**config.mk**
```make
export PLATFORM = sky130hd
export DESIGN_NAME = pid_pwm_actuator
export DESIGN_NICKNAME = d
export VERILOG_FILES = /design/src/rtl/pid_pwm_actuator_pkg.sv /design/src/rtl/pid_tick_gen.sv /design/src/rtl/pid_pwm_actuator.sv
export SDC_FILE = /design/constraint.sdc
export NUM_CORES = 1
export LEC_CHECK = 0
export BUFFER_PORTS_ARGS = -buffer_cell sky130_fd_sc_hd__clkbuf_2
export CAP_MARGIN = 40
export CORE_AREA = 2 2 56 58
export CTS_BUF_LIST = sky130_fd_sc_hd__clkbuf_8
export DETAILED_ROUTE_END_ITERATION = 8
export DIE_AREA = 0 0 58 60
export HOLD_SLACK_MARGIN = 0.08
export PLACE_DENSITY = 0.79
export SLEW_MARGIN = 20
export SYNTH_ARGS = -nofsm -noshare
export SYNTH_HDL_FRONTEND = slang
export SYNTH_HIERARCHICAL = 1
export SYNTH_SLANG_ARGS = --single-unit
```
**constraint.sdc**
```tcl
create_clock -name clk -period 7.4 [get_ports clk]
set_clock_uncertainty 0.1 [all_clocks]
set_input_delay 1.48 -clock clk [delete_from_list [all_inputs] [get_ports clk]]
set_output_delay 1.48 -clock clk [all_outputs]
set_load 0.005 [all_outputs]
```
**src/rtl/pid_pwm_actuator_pkg.sv**
```systemverilog
// Shared constants and state encoding for the PID actuator-side PWM stage.
package pid_pwm_actuator_pkg;

    localparam int W_DEFAULT       = 6;
    localparam int PERIOD_DEFAULT  = 2 ** (W_DEFAULT - 1);
    localparam int SAT_MAX_DEFAULT = PERIOD_DEFAULT - 1;

    typedef enum logic [1:0] {
        IDLE = 2'd0,
        RUN  = 2'd1,
        DEAD = 2'd2
    } pwm_state_t;

    // Largest magnitude a W-bit two's complement word maps to on the PWM.
    function automatic int sat_max(input int w);
        return (2 ** (w - 1)) - 1;
    endfunction

endpackage

```
**src/rtl/pid_tick_gen.sv**
```systemverilog
// Prescaler: tick is high on the last clock of every PRESCALE-clock tick.
module pid_tick_gen #(
    parameter int PRESCALE = 2
) (
    input  logic clk,
    input  logic rst,
    input  logic ena,
    input  logic hold,
    output logic tick
);

    localparam int PW = (PRESCALE > 1) ? $clog2(PRESCALE) : 1;
    localparam logic [PW-1:0] LAST = PW'(PRESCALE - 1);

    logic          clr;
    logic [PW-1:0] pcnt_reg;

    assign clr  = rst || !ena || hold;
    assign tick = (pcnt_reg == LAST) && !clr;

    always_ff @(posedge clk) begin
        if (clr) begin
            pcnt_reg <= '0;
        end else if (pcnt_reg == LAST) begin
            pcnt_reg <= '0;
        end else begin
            pcnt_reg <= pcnt_reg + PW'(1);
        end
    end

endmodule

```
**src/rtl/pid_pwm_actuator.sv**
```systemverilog
// Converts the signed PID control word into sign/magnitude PWM with a
// double-buffered update at period boundaries and dead time on reversal.
module pid_pwm_actuator
    import pid_pwm_actuator_pkg::*;
#(
    parameter int W          = W_DEFAULT,
    parameter int PRESCALE   = 2,
    parameter int DEADBAND   = 0,
    parameter int DEAD_TICKS = 2
) (
    input  logic         clk,
    input  logic         rst,
    input  logic         ena,
    input  logic [W-1:0] u,
    input  logic         u_valid,
    output logic         u_ready,
    output logic         pwm,
    output logic         dir,
    output logic         sample_tick,
    output logic [W-2:0] duty
);

    localparam logic [W-2:0] SAT_MAX  = (W - 1)'(sat_max(W));
    localparam logic [W-2:0] DB       = (W - 1)'(DEADBAND);
    localparam logic [W-2:0] DT       = (W - 1)'(DEAD_TICKS);
    localparam bit           HAS_DEAD = (DEAD_TICKS > 0);

    pwm_state_t   state_reg, state_next;
    logic [W-2:0] cnt_reg, cnt_next;
    logic [W-2:0] duty_reg, duty_next;
    logic         dir_reg, dir_next;
    logic         pwm_reg, pwm_next;
    logic         sample_reg, sample_next;
    logic         shadow_full_reg, shadow_full_next;
    logic [W-1:0] shadow_u_reg, shadow_u_next;

    logic         tick;
    logic         xfer;
    logic         boundary;
    logic [W-1:0] load_u;
    logic [W-1:0] abs_u;
    logic [W-2:0] mag_raw;
    logic [W-2:0] mag;
    logic         new_sign;

    pid_tick_gen #(
        .PRESCALE(PRESCALE)
    ) u_tick_gen (
        .clk (clk),
        .rst (rst),
        .ena (ena),
        .hold(state_reg == IDLE),
        .tick(tick)
    );

    assign u_ready  = ena && !rst && !shadow_full_reg && (state_reg != IDLE);
    assign xfer     = u_valid && u_ready;
    assign boundary = (state_reg != IDLE) && tick && (cnt_reg == SAT_MAX);

    // A word arriving exactly on the boundary bypasses the shadow.
    always_comb begin
        load_u   = xfer ? u : shadow_u_reg;
        abs_u    = load_u[W-1] ? (~load_u + W'(1)) : load_u;
        mag_raw  = abs_u[W-1] ? SAT_MAX : abs_u[W-2:0];
        mag      = (mag_raw < DB) ? '0 : mag_raw;
        new_sign = load_u[W-1];
    end

    always_comb begin
        state_next       = state_reg;
        cnt_next         = cnt_reg;
        duty_next        = duty_reg;
        dir_next         = dir_reg;
        shadow_full_next = shadow_full_reg;
        shadow_u_next    = shadow_u_reg;
        pwm_next         = 1'b0;
        sample_next      = 1'b0;
        if (!ena) begin
            state_next = IDLE;
            cnt_next   = '0;
        end else if (state_reg == IDLE) begin
            state_next  = RUN;
            cnt_next    = '0;
            sample_next = 1'b1;
            pwm_next    = (duty_reg != '0);
        end else begin
            if (tick) begin
                cnt_next = cnt_reg + (W - 1)'(1);
            end
            if (boundary) begin
                sample_next = 1'b1;
                state_next  = RUN;
                if (xfer || shadow_full_reg) begin
                    duty_next        = mag;
                    shadow_full_next = 1'b0;
                    // Zero or deadbanded words keep the previous direction.
                    if (mag != '0) begin
                        dir_next = new_sign;
                        if (HAS_DEAD && (new_sign != dir_reg)) begin
                            state_next = DEAD;
                        end
                    end
                end
            end else begin
                if (xfer) begin
                    shadow_full_next = 1'b1;
                    shadow_u_next    = u;
                end
                if ((state_reg == DEAD) && tick && (cnt_next == DT)) begin
                    state_next = RUN;
                end
            end
            pwm_next = (state_next == RUN) && (cnt_next < duty_next);
        end
    end

    always_ff @(posedge clk) begin
        if (rst) begin
            state_reg       <= IDLE;
            cnt_reg         <= '0;
            duty_reg        <= '0;
            dir_reg         <= 1'b0;
            pwm_reg         <= 1'b0;
            sample_reg      <= 1'b0;
            shadow_full_reg <= 1'b0;
            shadow_u_reg    <= '0;
        end else begin
            state_reg       <= state_next;
            cnt_reg         <= cnt_next;
            duty_reg        <= duty_next;
            dir_reg         <= dir_next;
            pwm_reg         <= pwm_next;
            sample_reg      <= sample_next;
            shadow_full_reg <= shadow_full_next;
            shadow_u_reg    <= shadow_u_next;
        end
    end

    assign pwm         = pwm_reg;
    assign dir         = dir_reg;
    assign sample_tick = sample_reg;
    assign duty        = duty_reg;

endmodule

```
# Yosys cells after proc, flatten, opt, wreduce, memory -nomap -nowiden
# Cells that the tools add are included.
# word_totals
inputBits	10
elab_cells	79
out_inout_bits	9
ff_bits	23
# op_classes
add_sub_neg	3
n_bitwise	4
reduce_logical	29
n_eq_ne	6
muxes	25
order_cmp	2
# op_table
cell	count
$mux 5	9
$mux 2	7
$mux 6	2
$logic_and 1x1->1	10
$reduce_bool 5->1	2
$mux 1	7
$add 6x1->6 const B	1
$not 6->6	1
$add 5x1->5 const B	1
$eq 5x2->1 const B	1
$eq 5x5->1 const B	1
$lt 5x1->1 const B	1
$lt 5x5->1	1
$reduce_and 5->1	1
$logic_not 1->1	4
$reduce_and 4->1	1
$reduce_bool 2->1	2
$reduce_or 2->1	2
$logic_or 1x1->1	3
$not 1->1	3
$reduce_and 3->1	1
$reduce_or 3->1	1
$eq 2x1->1 const B	1
$eq 2x2->1 const B	1
other kinds (5)	5

# Depth between registers and ports, before layout
# logic_depth
word_depth	21
ltp_mapped	15
ltp_nobuf	14

# Cells and area by module
# The synthesis kept the hierarchy.
# by_module_without_submodules
mod	seq_area_each_um2	area_each_um2	instances	cells_each
pid_pwm_actuator	440.4	1610.3	1	185
pid_tick_gen	20.0	47.5	1	3

# Worst setup path after synthesis
# Ideal clock, no wire load.
# synth_path
path_type	in2reg
startpoint	input rst
endpoint	register pwm_reg, in the netlist pwm
arrival_ns	4.230
cell_stages	14
setup_time_ns	0.096
path_slack_ns	2.974
path_cell_list	buf_6 > or3b_4 > nor2_8 > mux2i_1 > ha_1 > or3b_1 > a211oi_1 > mux2_2 > nand2_1 > mux2i_1 > ha_1 > a211oi_1 > nand2_1 > o41ai_2
# synth_between
elab_chain_len	21
elab_cells_between_ends	43
classes_between	1 x add/sub; 2 x order compare; 3 x eq/ne; 19 x mux; 1 x bitwise; 17 x reduce/logical
# synth_lines
item	line	source
start, declared	pid_pwm_actuator.sv:12	input logic rst,
$logic_not 1->1	pid_pwm_actuator.sv:56	assign u_ready = ena && !rst && !shadow_full_reg && (state_reg != IDLE);
$logic_and 1x1->1 (3 in a row)	pid_pwm_actuator.sv:56	
$logic_and 1x1->1	pid_pwm_actuator.sv:57	assign xfer = u_valid && u_ready;
$mux 6	-	
$not 6->6	pid_pwm_actuator.sv:63	abs_u = load_u[W-1] ? (~load_u + W'(1)) : load_u;
$add 6x1->6	pid_pwm_actuator.sv:63	
$mux 6	pid_pwm_actuator.sv:63	
$mux 5	pid_pwm_actuator.sv:64	mag_raw = abs_u[W-1] ? SAT_MAX : abs_u[W-2:0];
[... 3 more ...]	-	
$mux 2	pid_pwm_actuator.sv:97	if (mag != '0) begin
$mux 2	pid_pwm_actuator.sv:93	if (xfer || shadow_full_reg) begin
$mux 2	pid_pwm_actuator.sv:90	if (boundary) begin
$mux 2	pid_pwm_actuator.sv:81	end else if (state_reg == IDLE) begin
$mux 2	pid_pwm_actuator.sv:78	if (!ena) begin
$eq 2x1->1	pid_pwm_actuator.sv:113	pwm_next = (state_next == RUN) && (cnt_next < duty_next);
$logic_and 1x1->1	pid_pwm_actuator.sv:113	
$mux 1	pid_pwm_actuator.sv:81	
end signal, assigned	pid_pwm_actuator.sv:132	pwm_reg <= pwm_next;
end, declared	pid_pwm_actuator.sv:32	logic pwm_reg, pwm_next;
# Parallel ways exist; a longest one is shown, timed or not. The select of a mux whose other input is x is not followed.
# A chain may end at the register's enable or synchronous reset.

# Final worst setup path
# Ends and elaborated chain as after synthesis.

==> flow_summary.json <==
{
  "status": "complete, no violations",
  "endpoint_kind": "flip-flop",
  "rsz0062_at_grt": "false",
  "async_flop_share": 0,
  "finalSetupViolCount": 0,
  "cp_data_required_time_ps": 7470,
  "tns_ps": 0,
  "worstPathArrival_ps": 4800,
  "finalCritPeriodShare": 0.638,
  "drt_iter0_drc": 64,
  "crit_slowest_cell": "or3b_4",
  "viasPerCell": 6.20,
  "cp.depth": 14,
  "met3_length_um": 205,
  "drive_gt1_frac": 0.217,
  "startpoint": "rst",
  "cts.sinks": 23,
  "final_common_cell": "dfxtp_1",
  "path_cells": "clkbuf_2 -> or3b_4 -> nor2_8 -> mux2i_1 -> ha_1 -> or3b_1 -> a211oi_1 -> mux2_2 -> nand2_1 -> mux2i_1 -> ha_1 -> a211oi_1 -> nand2_1 -> o41ai_2",
  "crit_path_end": "pwm",
  "path_class": "input port to flip-flop",
  "cts_resized": 0,
  "start_util": 0.571,
  "hpwl_um": 2850,
  "mostFrequentLayoutCells": "dfxtp_1 (23), nor2_1 (20), clkbuf_2 (18), nand2_1 (16), a21oi_1 (15)",
  "hold_viol_final": 0,
  "seqPwrFrac": 0.532,
  "synthCells": 188,
  "syn_area_sq_um": 1660,
  "diodes": 0,
  "syn_area_per_cell_sq_um": 8.82,
  "slew-limit-headroom": 0.486,
  "grt_pass1_wl_um": 6470,
  "insertion_delay_ps": 260,
  "antenna_found_initial": 0,
  "worst_pin_slew_ps": 769,
  "whs_path_depth": 1,
  "cp_top_family": "simple AND/OR/NAND/NOR gates",
  "p_per_area_nw_per_um2": 134,
  "placed_area_sq_um": 1740,
  "hp-start": "u_tick_gen/pcnt_reg",
  "grt_pass1_vias": 1373,
  "maxSlewViolCount": 0,
  "area_growth_pct": 7.85,
  "slowest_delay_ps": 500,
  "die-height_um": 60,
  "ctsHoldBuffers": 0,
  "num_vias": 1463,
  "reg2reg_setup_slack_ps": 3850,
  "seq_area_frac_synth": 0.278,
  "cts_setup_buffers": 0,
  "floorplan.io_pins": 19,
  "top_layer": "met4",
  "clock_tree.root_cell": "clkbuf_8",
  "htreeDepth": 1,
  "ys_ff_latch": 23,
  "worst-path-buf-inv": 1,
  "grt_overflow_total": 0,
  "clkTransAtPathRegs_ps": 80,
  "cts_tree": "built",
  "clockBufferDepth": 2,
  "die_x_um": 58,
  "r2r_start": "shadow_full_reg",
  "yosys_warnings": 6,
  "r2r_end": "pwm",
  "synthFlopType": "dfxtp_1",
  "synth-edff-count": 0,
  "cp_max_fo": 21,
  "cts_made_buffers": 3,
  "fin_area_sq_um": 1790,
  "core_sq_um": 2900,
  "fmax_ghz": 0.212,
  "synthDistinctLibCells": 57,
  "die_area_sq_um": 3480,
  "largest_reg_flops": 6,
  "swShare": 0.263,
  "cp-start-kind": "input port",
  "power_leakage_nw": 0.791,
  "dr.pass1.iters": 4,
  "power_frac_clock": 0.329,
  "nets": 221,
  "portBuffers": 18,
  "grt_use_total": 0.239,
  "drt-total-wl_um": 3720,
  "switchingPower_mw": 0.0631,
  "synth_nets": 205,
  "r2r_cells": 13,
  "wl_met2_um": 1680,
  "gp_congestion": 0.868,
  "power.internal_mw": 0.177,
  "maxCapViolCount": 0,
  "ir_worst_vdd_v": 0.000106,
  "rows": 20,
  "antenna_left": 0,
  "grt_max_degree": 22,
  "m1WireLength_um": 1790,
  "final.min_clock_period_ps": 4720,
  "share_comb_of_total_power": 0.139,
  "drcViolationCount": 0,
  "wl_per_cell_um": 15.7,
  "min_path_type": "flip-flop to flip-flop"
}
==> how the worst min path moves through the flow <==
stage	end	slack [ps]
finish	u_tick_gen/pcnt_reg	340
global route	u_tick_gen/pcnt_reg	370
CTS	u_tick_gen/pcnt_reg	340
detailed placement	u_tick_gen/pcnt_reg	330
global placement	u_tick_gen/pcnt_reg	320
floorplan	u_tick_gen/pcnt_reg	310
==> metal layers <==
| metal | vias up | global-route usage |
|---|---|---|
| met5 | - | 0 |
| met4 | 0 | 0.0698 |
| met3 | 4 | 0.0260 |
| met2 | 48 | 0.388 |
| met1 | 689 | 0.335 |
| li1 | 722 | - |
==> power groups by stage <==
| stage | Clock (mW) | Combinational, mW | Sequential, mW |
|---|---|---|---|
| after floorplan | 0 | 0.0235 | 0.130 |
| after global placement | 0 | 0.0314 | 0.131 |
| after global routing | 0.0857 | 0.0365 | 0.128 |
| after detailed placement | 0 | 0.0327 | 0.131 |
| final | 0.0791 | 0.0334 | 0.128 |
| after CTS | 0.0802 | 0.0330 | 0.128 |
==> metrics by stage <==
step	power (mW)	util	hold WS (ps)	cells	setup slack (ps)
floorplan	0.154	-	307	188	2970
global placement	0.162	0.600	319	232	2590
detailed placement	0.163	0.600	328	232	2420
CTS	0.241	0.616	340	236	2690
global route	0.250	0.616	367	236	2400
finish	0.240	0.616	336	236	2680
==> kinds of logic after synthesis <==
kind of cell    synth area share
compound gates             0.184
simple gates               0.298
buf+inv                   0.0377
xor+xnor                  0.0362
flops                      0.278
fa+ha+maj                 0.0528
mux                        0.113
==> final cells by class <==
cell class              count  area [sq um]
clock inverters             1          5.00
well taps                  33          41.3
repair buffers             18          90.1
multi-input cells         154          1130
inverters                   4          15.0
flip-flops and latches     23           460
clock buffers               3          41.3
fillers                   266          1110
==> cells in the mapped netlist (3+ instances only) <==
cell | count | area share
xor2_1 | 3 | 0.016
a21oi_1 | 15 | 0.045
nand3_1 | 3 | 0.0091
nor2b_1 | 9 | 0.034
mux2i_1 | 12 | 0.072
nor2_1 | 20 | 0.045
ha_1 | 7 | 0.053
and3_1 | 7 | 0.026
nand2b_1 | 4 | 0.015
nand2_1 | 16 | 0.036
dfxtp_1 | 23 | 0.28
a211oi_1 | 7 | 0.032
mux2_2 | 5 | 0.034
Power figures use the tool's default switching activity.
